### config.mk
export PLATFORM = sky130hd
export DESIGN_NAME = pipe_perf_counter_flat
export DESIGN_NICKNAME = d
export VERILOG_FILES = /design/src/rtl/pipe_perf_counter_if.sv /design/src/rtl/pipe_perf_counter.sv /design/src/flat_wrapper.sv
export SDC_FILE = /design/constraint.sdc
export NUM_CORES = 1
export LEC_CHECK = 0
export BUFFER_PORTS_ARGS = -buffer_cell sky130_fd_sc_hd__buf_2
export CAP_MARGIN = 20
export CORE_MARGIN = 10
export CORE_UTILIZATION = 25
export CTS_CLUSTER_DIAMETER = 100
export DETAILED_ROUTE_END_ITERATION = 8
export PLACE_DENSITY = 0.44
export SLEW_MARGIN = 10
export SYNTH_ARGS = -nofsm -noshare
export SYNTH_HDL_FRONTEND = slang
export SYNTH_SLANG_ARGS = --single-unit
### constraint.sdc
create_clock -name clk_i -period 3.3 [get_ports clk_i]
set_clock_uncertainty 0.15 [all_clocks]
set_input_delay 0.33 -clock clk_i [delete_from_list [all_inputs] [get_ports clk_i]]
set_output_delay 0.33 -clock clk_i [all_outputs]
set_load 0.02 [all_outputs]
### src/rtl/pipe_perf_counter_if.sv
`default_nettype none
// ============================================================================
// Module      : pipe_perf_counter_if
// Description : Control, event and read-back bundle for pipe_perf_counter.
//               The master drives control/event inputs; the slave (counter
//               block) returns the read port and status flags.
// Revision    : 1.0 - initial release
// ============================================================================
interface pipe_perf_counter_if #(
  parameter int CNT_W = 32
);
  logic             start_i;
  logic             clear_i;
  logic             hazard_stall_i;
  logic             is_branch_i;
  logic             next_nop_i;
  logic             retire_valid_i;
  logic             snapshot_i;
  logic [2:0]       rd_sel_i;
  logic [CNT_W-1:0] rd_data_o;
  logic             done_o;
  logic             overflow_o;

  modport master (
    output start_i, clear_i, hazard_stall_i, is_branch_i, next_nop_i,
           retire_valid_i, snapshot_i, rd_sel_i,
    input  rd_data_o, done_o, overflow_o
  );

  modport slave (
    input  start_i, clear_i, hazard_stall_i, is_branch_i, next_nop_i,
           retire_valid_i, snapshot_i, rd_sel_i,
    output rd_data_o, done_o, overflow_o
  );
endinterface
`default_nettype wire

### src/rtl/pipe_perf_counter.sv
`default_nettype none
// ============================================================================
// Module      : pipe_perf_counter
// Description : Pipeline event monitor. Counts run cycles, load-use stalls,
//               flushes and retired instructions over a bounded window, with
//               snapshot shadows and a registered read port.
//               Optional macro PERF_SATURATE_EN: counters saturate instead of
//               wrapping.
// Revision    : 1.0 - initial release
// ============================================================================
module pipe_perf_counter #(
  parameter int CNT_W       = 32,
  parameter int CYCLE_LIMIT = 64
) (
  input  wire logic          clk_i,
  input  wire logic          rst_i,
  pipe_perf_counter_if.slave bus
);

  typedef enum logic [1:0] {
    ST_IDLE = 2'd0,
    ST_RUN  = 2'd1,
    ST_DONE = 2'd2
  } state_t;

  // Cycle count held just before the window-closing edge.
  localparam logic [CNT_W-1:0] c_LAST_CYCLE = CNT_W'(CYCLE_LIMIT - 1);
  localparam bit               c_LIMIT_EN   = (CYCLE_LIMIT != 0);

  // Counter index: 0 cycle, 1 stall, 2 flush, 3 retire.
  state_t                  r_state;
  state_t                  w_state_nxt;
  logic [3:0][CNT_W-1:0]   r_cnt;
  logic [3:0][CNT_W-1:0]   r_shd;
  logic [3:0][CNT_W-1:0]   w_cnt_nxt;
  logic [3:0]              w_inc;
  logic [3:0]              w_wrap;
  logic                    w_run;
  logic                    w_last;
  logic [CNT_W-1:0]        w_rd_mux;
  logic [CNT_W-1:0]        r_rd_data;
  logic                    r_ovf;

  assign w_run  = (r_state == ST_RUN);
  // A branch in ID turns the hazard request into a control stall, not load-use.
  assign w_inc  = {w_run & bus.retire_valid_i,
                   w_run & bus.next_nop_i,
                   w_run & bus.hazard_stall_i & ~bus.is_branch_i,
                   w_run};
  assign w_last = c_LIMIT_EN && (r_cnt[0] == c_LAST_CYCLE);

  generate
    for (genvar k = 0; k < 4; k++) begin : g_cnt
      // Increment arriving at all-ones: wrap or blocked, both flag overflow.
      assign w_wrap[k] = w_inc[k] & (&r_cnt[k]);
`ifdef PERF_SATURATE_EN
      assign w_cnt_nxt[k] = w_wrap[k] ? r_cnt[k] : r_cnt[k] + CNT_W'(w_inc[k]);
`else
      assign w_cnt_nxt[k] = r_cnt[k] + CNT_W'(w_inc[k]);
`endif
    end
  endgenerate

  // Next-state logic: clear dominates, DONE only exits through clear/reset.
  always_comb begin
    w_state_nxt = r_state;
    if (bus.clear_i) begin
      w_state_nxt = ST_IDLE;
    end else begin
      case (r_state)
        ST_IDLE: if (bus.start_i) w_state_nxt = ST_RUN;
        ST_RUN:  if (w_last)      w_state_nxt = ST_DONE;
        ST_DONE: w_state_nxt = ST_DONE;
        default: w_state_nxt = ST_IDLE;
      endcase
    end
  end

  // State register.
  always_ff @(posedge clk_i) begin
    if (rst_i) r_state <= ST_IDLE;
    else       r_state <= w_state_nxt;
  end

  // Live counters, shadows and sticky overflow; shadows take post-update values.
  always_ff @(posedge clk_i) begin
    if (rst_i || bus.clear_i) begin
      r_cnt <= '0;
      r_shd <= '0;
      r_ovf <= 1'b0;
    end else begin
      r_cnt <= w_cnt_nxt;
      if (bus.snapshot_i) r_shd <= w_cnt_nxt;
      r_ovf <= r_ovf | (|w_wrap);
    end
  end

  assign w_rd_mux = bus.rd_sel_i[2] ? r_shd[bus.rd_sel_i[1:0]]
                                    : r_cnt[bus.rd_sel_i[1:0]];

  // Registered read port: presents the counter value held before this edge.
  always_ff @(posedge clk_i) begin
    if (rst_i) r_rd_data <= '0;
    else       r_rd_data <= w_rd_mux;
  end

  assign bus.rd_data_o  = r_rd_data;
  assign bus.done_o     = (r_state == ST_DONE);
  assign bus.overflow_o = r_ovf;

endmodule
`default_nettype wire

### src/flat_wrapper.sv
// flat-port wrapper written by rule: the top's interface ports become plain ports
module pipe_perf_counter_flat 
#(
  parameter int CNT_W       = 32,
  parameter int CYCLE_LIMIT = 64
)
  (clk_i, rst_i, bus_start_i, bus_clear_i, bus_hazard_stall_i, bus_is_branch_i, bus_next_nop_i, bus_retire_valid_i, bus_snapshot_i, bus_rd_sel_i, bus_rd_data_o, bus_done_o, bus_overflow_o);
  pipe_perf_counter_if #(.CNT_W(CNT_W)) bus_i ();
  input  wire logic clk_i;
  input  wire logic rst_i;
  input wire logic [$bits(bus_i.start_i)-1:0] bus_start_i;
  input wire logic [$bits(bus_i.clear_i)-1:0] bus_clear_i;
  input wire logic [$bits(bus_i.hazard_stall_i)-1:0] bus_hazard_stall_i;
  input wire logic [$bits(bus_i.is_branch_i)-1:0] bus_is_branch_i;
  input wire logic [$bits(bus_i.next_nop_i)-1:0] bus_next_nop_i;
  input wire logic [$bits(bus_i.retire_valid_i)-1:0] bus_retire_valid_i;
  input wire logic [$bits(bus_i.snapshot_i)-1:0] bus_snapshot_i;
  input wire logic [$bits(bus_i.rd_sel_i)-1:0] bus_rd_sel_i;
  output wire logic [$bits(bus_i.rd_data_o)-1:0] bus_rd_data_o;
  output wire logic [$bits(bus_i.done_o)-1:0] bus_done_o;
  output wire logic [$bits(bus_i.overflow_o)-1:0] bus_overflow_o;
  assign bus_i.start_i = bus_start_i;
  assign bus_i.clear_i = bus_clear_i;
  assign bus_i.hazard_stall_i = bus_hazard_stall_i;
  assign bus_i.is_branch_i = bus_is_branch_i;
  assign bus_i.next_nop_i = bus_next_nop_i;
  assign bus_i.retire_valid_i = bus_retire_valid_i;
  assign bus_i.snapshot_i = bus_snapshot_i;
  assign bus_i.rd_sel_i = bus_rd_sel_i;
  assign bus_rd_data_o = bus_i.rd_data_o;
  assign bus_done_o = bus_i.done_o;
  assign bus_overflow_o = bus_i.overflow_o;
  pipe_perf_counter #(.CNT_W(CNT_W), .CYCLE_LIMIT(CYCLE_LIMIT)) u_core (.clk_i(clk_i), .rst_i(rst_i), .bus(bus_i));
endmodule
Word-level counts from Yosys, hierarchy flattened:

Index checks and enable logic that the tools add are counted.

* flip-flop bits (word level): 291
* memories kept: 0
* bits of input ports: 12
* latch bits: 0
* memory bits (read-only): 0
* bits in writable memories: 0
* word-level logic and storage cells: 48
* output and inout port bits: 34

* magnitude comparators: 1
* shift-type cells: 0
* multiply operators: 0
* eq/ne operators: 5
* bitwise logic cells: 10
* multiplexer cells: 8
* div/mod/pow operators: 0
* add/sub/neg operators: 4
* reduce and logical (&&, ||, !) cells: 9

Operator list (count)
* $add A32 B1 Y32: 4
* $bmux W32 S2: 2
* $reduce_and A32 Y1: 4
* $mux W32: 3
* $eq A32 B6 Y1 const B: 1
* $and A1 B1 Y1: 8
* $pmux W2 S3: 1
* $mux W2: 2
* $ne A2 B2 Y1 const B: 2
* $reduce_or A4 Y1: 1
* $lt A2 B3 Y1 const B: 1
* $eq A2 B1 Y1 const B: 1
* $eq A2 B2 Y1 const B: 1
* $logic_not A2 Y1: 1
* $reduce_and A2 Y1: 1
* $reduce_or A2 Y1: 1
* $logic_or A1 B1 Y1: 1
* $not A1 Y1: 1
* $or A1 B1 Y1: 1

Depth between registers and ports, before layout:

Gate-level depths: netlist of run 1.

* word-level depth: 6
* depth in mapped cells: 13
* gate-level depth less buffers: 12

Worst setup path before layout of run 1:

No wires, ideal clock.

* path type: flip-flop to flip-flop
* start point: register u_core.r_state[1]
* end point: register u_core.r_shd[50] in the netlist's numbering
* setup time: 86 ps
* cell stages (with the launch flop): 14
* period minus slack after synthesis: 2547 ps
* setup slack: 753 ps
* data required time: 3064 ps
* arrival time: 2311 ps
* path buffers: 1
* cells stage by stage: dfxtp_1 -> inv_1 -> ha_1 -> nand2_1 -> nor2_1 -> ha_1 -> ha_1 -> nand4_1 -> nor3_1 -> and2_1 -> buf_2 -> nand3_1 -> xor2_1 -> a211oi_1

* word-level cells in the longest chain between the ends: 4

Ends and longest elaborated chain
* start, declared: line pipe_perf_counter.sv:31 `state_t r_state;`
* start signal, assigned: line pipe_perf_counter.sv:82 `else r_state <= w_state_nxt;`
* $eq A2 B1 Y1: line pipe_perf_counter.sv:44 `assign w_run = (r_state == ST_RUN);`
* $and A1 B1 Y1 (2 in series): line pipe_perf_counter.sv:48 `w_run & bus.hazard_stall_i & ~bus.is_branch_i,`
* $add A32 B1 Y32: line pipe_perf_counter.sv:59 `assign w_cnt_nxt[k] = r_cnt[k] + CNT_W'(w_inc[k]);`
* end signal, assigned: line pipe_perf_counter.sv:93 `if (bus.snapshot_i) r_shd <= w_cnt_nxt;`
* end, declared: line pipe_perf_counter.sv:34 `logic [3:0][CNT_W-1:0] r_shd;`

No other way between the ends.
A chain may end at the register's enable or synchronous reset.

Worst setup path after layout of run 1:

* start point: register u_core.r_state[1]
* end point: register u_core.r_shd[126] in the netlist's numbering

* word-level cells in the longest chain between the ends: 3

Ends and longest elaborated chain
* $eq A2 B1 Y1: line pipe_perf_counter.sv:44
* $and A1 B1 Y1: line pipe_perf_counter.sv:46 `assign w_inc = {w_run & bus.retire_valid_i,`
* $add A32 B1 Y32: line pipe_perf_counter.sv:59

No other way between the ends.

==> results.md, run 1 <==
* Outcome: finished, final reports clean
* HPWL after DPL at 26500 µm
* Worst R2R Path Depth at 11
* CTS tree: built
* # nets final at 1320
* Sequential share of power at 0.458
* Syn_nets at 1287
* Vias in the first global route at 9718
* Setup bufs post-CTS at 0
* CP top delay family: simple AND/OR/NAND/NOR gates
* Largest net degree at the start of global routing at 96
* Ant. Diodes at 0
* Hold path startpoint: bus_is_branch_i
* Proportion of layout cells with a drive suffix above 1 at 0.154
* CP startpoint kind: flop
* Setup TNS at 0 ps
* RSZ-0062 raised after global routing: false
* Post-Syn Area per Cell at 9.86 µm²
* EDFF count, synth at 0
* R2R setup slack at 350 ps
* Worst flop-to-flop path endpoint: u_core.r_shd[126]
* Worst setup margin at 346 ps
* Clk sinks at 291
* CTS max path bufs at 3
* Mapped Area at 0.0124 mm²
* Num ports at 46
* Worst path bufs/invs at 1
* Worst Path Arrival at 3240 ps
* Final wirelength at 38000 µm
* Most common cell in the synthesized netlist: dfxtp_1
* R2r startpoint: u_core.r_state[1]
* Synth cell count leaders: 291 x dfxtp_1, 253 x nor2_1, 79 x xor2_1, 64 x mux4_2, 62 x a21oi_1
* Slew of the pin with the lowest slew margin at 1000 ps
* Clock network fraction of design power at 0.496
* Antenna-violating nets left at 0
* Average wire per cell in the routed design at 19.1 µm
* First-pass GRT wire length at 59900 µm
* Die width at 243 µm
* Hold Path Stages at 4
* Synth top area cells: dfxtp_1 47%, mux4_2 12%, nor2_1 7.6%
* Worst vdd ir at 0.000251 V
* Int Pwr at 0.00605 W
* Initial antenna violation count at 0
* Inserted Clock Buffers at 36
* Final Hold Fails at 0
* Final slew viol count at 0
* Rows at 81
* Hold EP: u_core.bus.overflow_o
* Final period util at 0.895
* Minimum clock period at 2950 ps
* Port Buf Inserts at 45
* Cell taking the most area after synthesis: dfxtp_1
* Sw Share at 0.229
* Fin area at 0.0147 mm²
* Number of DRC markers after the initial detailed-route iteration at 654
* DRC at 0
* Highest clock rate at 0.339 GHz
* DRT Pass-1 Iters at 5
* Setup violators final at 0
* Routed via count at 9457
* GRT Resource Usage Total at 0.128
* Die area at 0.0591 mm²
* CP Max Fanout at 4
* Remaining global-route overflow at 0
* Area post-placement at 0.0135 mm²
* Share of the synthesized area in the top cell type at 0.468
* Placer Congestion at 0.794
* Synth cell types at 35
* Total of max-cap violations at 0
* Core ar. at 0.0491 mm²
* Comb pwr share at 0.047
* Power density over cell area at 534 mW/mm²
* Crit-path most repeated cell: ha_1
* CP max stage delay at 610 ps
* CP Cell Sequence: inv_1 > ha_1 > and2_1 > ha_1 > ha_1 > nand2_1 > nor4_2 > and2_1 > nand2_1 > xor2_1 > a211oi_1
* Area added between synthesis and finish at 18.1%
* Post-synth ARST share at 0
* FF+latch count, synth at 291
* Most used DFF post-synth: dfxtp_1
* Via-to-Cell Ratio at 4.76
* Crit path capture type: flop
* Placed cell count at 1921
* Place WS at 295 ps
* Sequential element share of the synthesized area at 0.468
* Non-Filler Instances at 1985
* Initial Utilization at 0.254
* Ys Warns at 0
* Pleak at 5.18 nW
* Crit path kind: reg2reg
* HP Class: in2reg
* Worst rel slew slack at 0.331
* Clk pin slew, worst setup/hold paths at 60 ps
* Cells after Synth at 1263
* Die Height at 243 µm
* Slowest cell on the critical path: nor4_2
* Clock Latency Late Sink at 520 ps
* CTS root buffer: clkbuf_16
* Worst path required time at 3580 ps
* CTS H-tree depth at 2
* Net Switching at 0.00180 W
## worst max path at each step
stage,cells past startpoint,from,slack [ps],end
3_5_place_dp,12,u_core.r_state[1],300,u_core.r_shd[50]
5_1_grt,11,u_core.r_state[1],110,u_core.r_shd[126]
6_report,11,u_core.r_state[1],350,u_core.r_shd[126]
4_1_cts,12,u_core.r_state[1],270,u_core.r_shd[50]
2_1_floorplan,13,u_core.r_state[1],750,u_core.r_shd[50]
3_3_place_gp,12,u_core.r_state[1],390,u_core.r_shd[60]
## layout make-up
| class | count | area [µm²] |
|---|---|---|
| clock inverter | 11 | 108 |
| fill | 5260 | 34400 |
| inverter | 5 | 18.8 |
| multi-input combinational | 887 | 6300 |
| tap | 664 | 831 |
| clock buffer | 52 | 1040 |
| sequential | 291 | 5830 |
| timing repair buffer | 75 | 564 |
## logic make-up after synthesis
kind of cell | Yosys count | synth area share
AND/OR/NAND/NOR | 465 | 0.174
flip-flops | 291 | 0.468
AO/OA/AOI/OAI | 186 | 0.0876
XOR/XNOR | 120 | 0.0844
multiplexers | 104 | 0.148
buffers and inverters | 85 | 0.0263
adder cells (fa/ha/maj) | 12 | 0.0121
## sequential cells by signal, indices dropped and copies added, names as in the netlist
name	count
u_core.r_shd	128
u_core.bus.overflow_o	1
u_core.r_state	2
u_core.bus.rd_data_o	32
u_core.r_cnt	128
## layout by cell type (no fill, tap or decap), types with 2 or more instances in the layout
cell type	instances
nand2_1	45
nor3_1	9
a211oi_1	60
clkinv_2	8
mux2i_1	40
buf_4	23
xnor2_1	41
o21ai_0	60
a21oi_1	62
nor4_1	10
or4_4	2
and4_1	10
clkbuf_1	9
buf_12	8
and3_1	21
bufinv_16	2
or3_1	2
nand3_1	55
dfxtp_1	291
inv_1	5
clkbuf_16	37
mux4_2	64
nor2_1	252
ha_1	12
buf_2	42
and2_1	17
nand4_1	30
a31oi_1	2
clkbuf_8	6
xor2_1	79
nor4_2	3
## through the flow
stage          hold WS (ps)  power [W]   util
6_report               54.6    0.00785  0.300
5_1_grt                56.9    0.00815  0.300
3_5_place_dp            327    0.00404  0.276
2_1_floorplan           305    0.00392      -
3_3_place_gp            321    0.00404  0.276
4_1_cts                42.1    0.00797  0.300
## worst min-delay path: stages
cell and delay [ps]:
buf_2 110, nor4_1 60, nand3_1 80, a31oi_1 80
## layer usage
layer / part of all wire / vias to the layer above / global-route usage
met5: 0 / - / 0
met4: 0.019 / 0 / 0.0305
met3: 0.042 / 49 / 0.0187
met2: 0.48 / 195 / 0.218
met1: 0.46 / 4662 / 0.167
li1: - / 4551 / -
## power by group through the flow
| stage | Combinational [W] | Sequential (W) | Clock [W] |
|---|---|---|---|
| floorplan | 0.000256 | 0.00366 | 0 |
| global placement | 0.000376 | 0.00367 | 0 |
| detailed placement | 0.000377 | 0.00367 | 0 |
| CTS | 0.000378 | 0.00359 | 0.00400 |
| global route | 0.000410 | 0.00359 | 0.00415 |
| finish | 0.000368 | 0.00359 | 0.00389 |
## timing repair
item,4_1_cts,5_1_grt
hold buffers,1,0
gates resized for setup,0,1
hold endpoints to repair,1,0
endpoints found under the setup margin,0,1
Power figures use the tool's default switching activity.
==> run 2: changes to the inputs <==
- GPL_TIMING_DRIVEN: default -> 0
- PLACE_DENSITY: 0.44 -> default
==> run 2 against run 1 <==
- worst setup slack got worse by 240 ps
- sequential power barely moved
- register-to-register slack got worse by 240 ps
- flip-flop and latch count did not move
- die area did not move
- power fell by 1.1%
- combinational power rose by 12%
- core utilization rose by 0.087 points
- largest power group unchanged
==> results.md, run 2 (synthesized netlist as in run 1, its figures left out) <==
* Placer Congestion at 0.901 (+14%)
* Final period util at 0.968 (+0.0731)
* CTS root buffer: clkbuf_16
* Proportion of layout cells with a drive suffix above 1 at 0.137 (-0.0168)
* Num ports at 46 (unchanged)
* Antenna-violating nets left at 0 (unchanged)
* HP Class: in2reg
* Remaining global-route overflow at 0 (unchanged)
* CP startpoint kind: flop
* Worst setup margin at 105 ps (-241 ps)
* Slew of the pin with the lowest slew margin at 1170 ps (+163 ps)
* Port Buf Inserts at 40 (-11%)
* Die width at 243 µm (unchanged)
* Fillers at 5101 (-3.0%)
* Crit path capture type: flop
* Average wire per cell in the routed design at 20.4 µm (+6.4%)
* HPWL after DPL at 30300 µm (+14%)
* Cts hold-fix bufs at 0 (-1)
* CTS H-tree depth at 2 (unchanged)
* CP Max Fanout at 6 (+2)
* DRT Pass-1 Iters at 5 (unchanged)
* Largest net degree at the start of global routing at 13 (-86%)
* # nets final at 1373 (+4.0%)
* Setup TNS at 0 ps (unchanged)
* Final slew viol count at 0 (unchanged)
* Final Hold Fails at 0 (unchanged)
* RSZ-0062 raised after global routing: false
* First-pass GRT wire length at 62500 µm (+4.3%)
* Routed via count at 10.2k (+7.8%)
* Worst rel slew slack at 0.215 (-0.115)
* Number of DRC markers after the initial detailed-route iteration at 902 (+38%)
* Crit path kind: reg2reg
* Pleak at 5.21 nW (+0.63%)
* Clk pin slew, worst setup/hold paths at 60 ps (about the same)
* Clock Latency Late Sink at 520 ps (about the same)
* Initial antenna violation count at 0 (unchanged)
* Place WS at -411 ps (-706 ps)
* CTS tree: built
* DRC at 0 (unchanged)
* Power density over cell area at 527 mW/mm² (-1.3%)
* Ant. Diodes at 0 (unchanged)
* Commonest non-fill, non-tap cell in the layout: dfxtp_1
* Final wirelength at 41500 µm (+9.2%)
* Worst path required time at 3530 ps (-50 ps)
* Inserted Clock Buffers at 34 (-5.6%)
* Die area at 0.0591 mm² (unchanged)
* Area added between synthesis and finish at 18.4%
* Core ar. at 0.0491 mm² (unchanged)
* Worst Path Arrival at 3420 ps (+180 ps)
* Die Height at 243 µm (unchanged)
* Outcome: finished, final reports clean
* Setup violators final at 0 (unchanged)
* Initial Utilization at 0.254 (unchanged)
* GRT Resource Usage Total at 0.136 (+0.00793)
* Total of max-cap violations at 0 (unchanged)
* CTS max path bufs at 3 (unchanged)
* Clk sinks at 291 (unchanged)
* Via-to-Cell Ratio at 5.00 (+5.0%)
* Minimum clock period at 3200 ps (+241 ps)
* Rows at 81 (unchanged)
* Vias in the first global route at 10.1k (+3.7%)
* Highest clock rate at 0.313 GHz (-7.6%)
* Worst vdd ir at 0.000288 V (+15%)
* Commonest cells after routing, fill and taps aside: 291 x dfxtp_1, 253 x nor2_1, 78 x xor2_1, 66 x clkbuf_1, 64 x mux4_2
## run 2: changes by cell type in the layout (fill, tap and decap cells not counted), moves of 3 or more
cell	before	now
clkbuf_1	9	66
buf_4	23	7
buf_1	0	14
buf_12	8	0
buf_2	42	48
nor3_4	0	3
## run 2: report_power, final
group,internal [W],leakage (nW),switching [W]
clock network,0.00226,0.561,0.00150
registers,0.00356,2.35,0.0000312
logic,0.000129,2.30,0.000282
## run 2: repair_timing
action | 4_1_cts | 5_1_grt
pin swaps | 2 | 4
resized for setup | 4 | 4
cloned | 0 | 0
setup endpoints to repair | 23 | 21
endpoints found under the hold margin | 0 | 0
buffers inserted | 2 | 5
## run 2: worst paths after layout
path / start / end / slack, ps / depth (start not counted)
worst min-delay path: bus_start_i / u_core.r_state[0] / 30 / 3
worst max register to register: u_core.r_state[1] / u_core.r_shd[59] / 100 / 10
worst min register to register: u_core.r_shd[7] / u_core.r_shd[7] / 340 / 2
worst max-delay path: u_core.r_state[1] / u_core.r_shd[59] / 100 / 10
## run 2: metal layers
metal,wire [µm],track usage,up-vias
met5,0,0,-
met4,1610,0.0573,0
met3,3440,0.0273,86
met2,19100,0.220,457
met1,17400,0.174,5006
li1,-,-,4647
## run 2: stage by stage
step / hold slack (ps) / instance area (µm²) / util / power [W] / cells
final: 26.3 / 14700 / 0.300 / 0.00776 / 2038
after global routing: 26.5 / 14700 / 0.300 / 0.00799 / 2038
after CTS: 11.7 / 14700 / 0.299 / 0.00781 / 2032
after detailed placement: 326 / 13500 / 0.275 / 0.00408 / 1969
after global placement: 322 / 13500 / 0.275 / 0.00407 / 1967
after floorplan: 305 / 12400 / - / 0.00392 / 1263
## run 2: worst max-delay path: stages (launching register included)
cell     delay, ps
dfxtp_1        310
inv_1          120
ha_2           250
nand2_1        110
nor2_1         100
ha_1           200
nand3_1        290
nor4_2         960
nand3_1        190
xor2_1         260
a21oi_1        100
## run 2: cell type report
class,count,area [µm²],area share
multi-input combinational,887,6350,0.431
sequential,291,5830,0.395
clock buffer,50,1030,0.0702
tap,664,831,0.0564
buffer,80,309,0.0210
timing repair buffer,50,284,0.0193
clock inverter,11,83.8,0.00569
inverter,5,18.8,0.00127
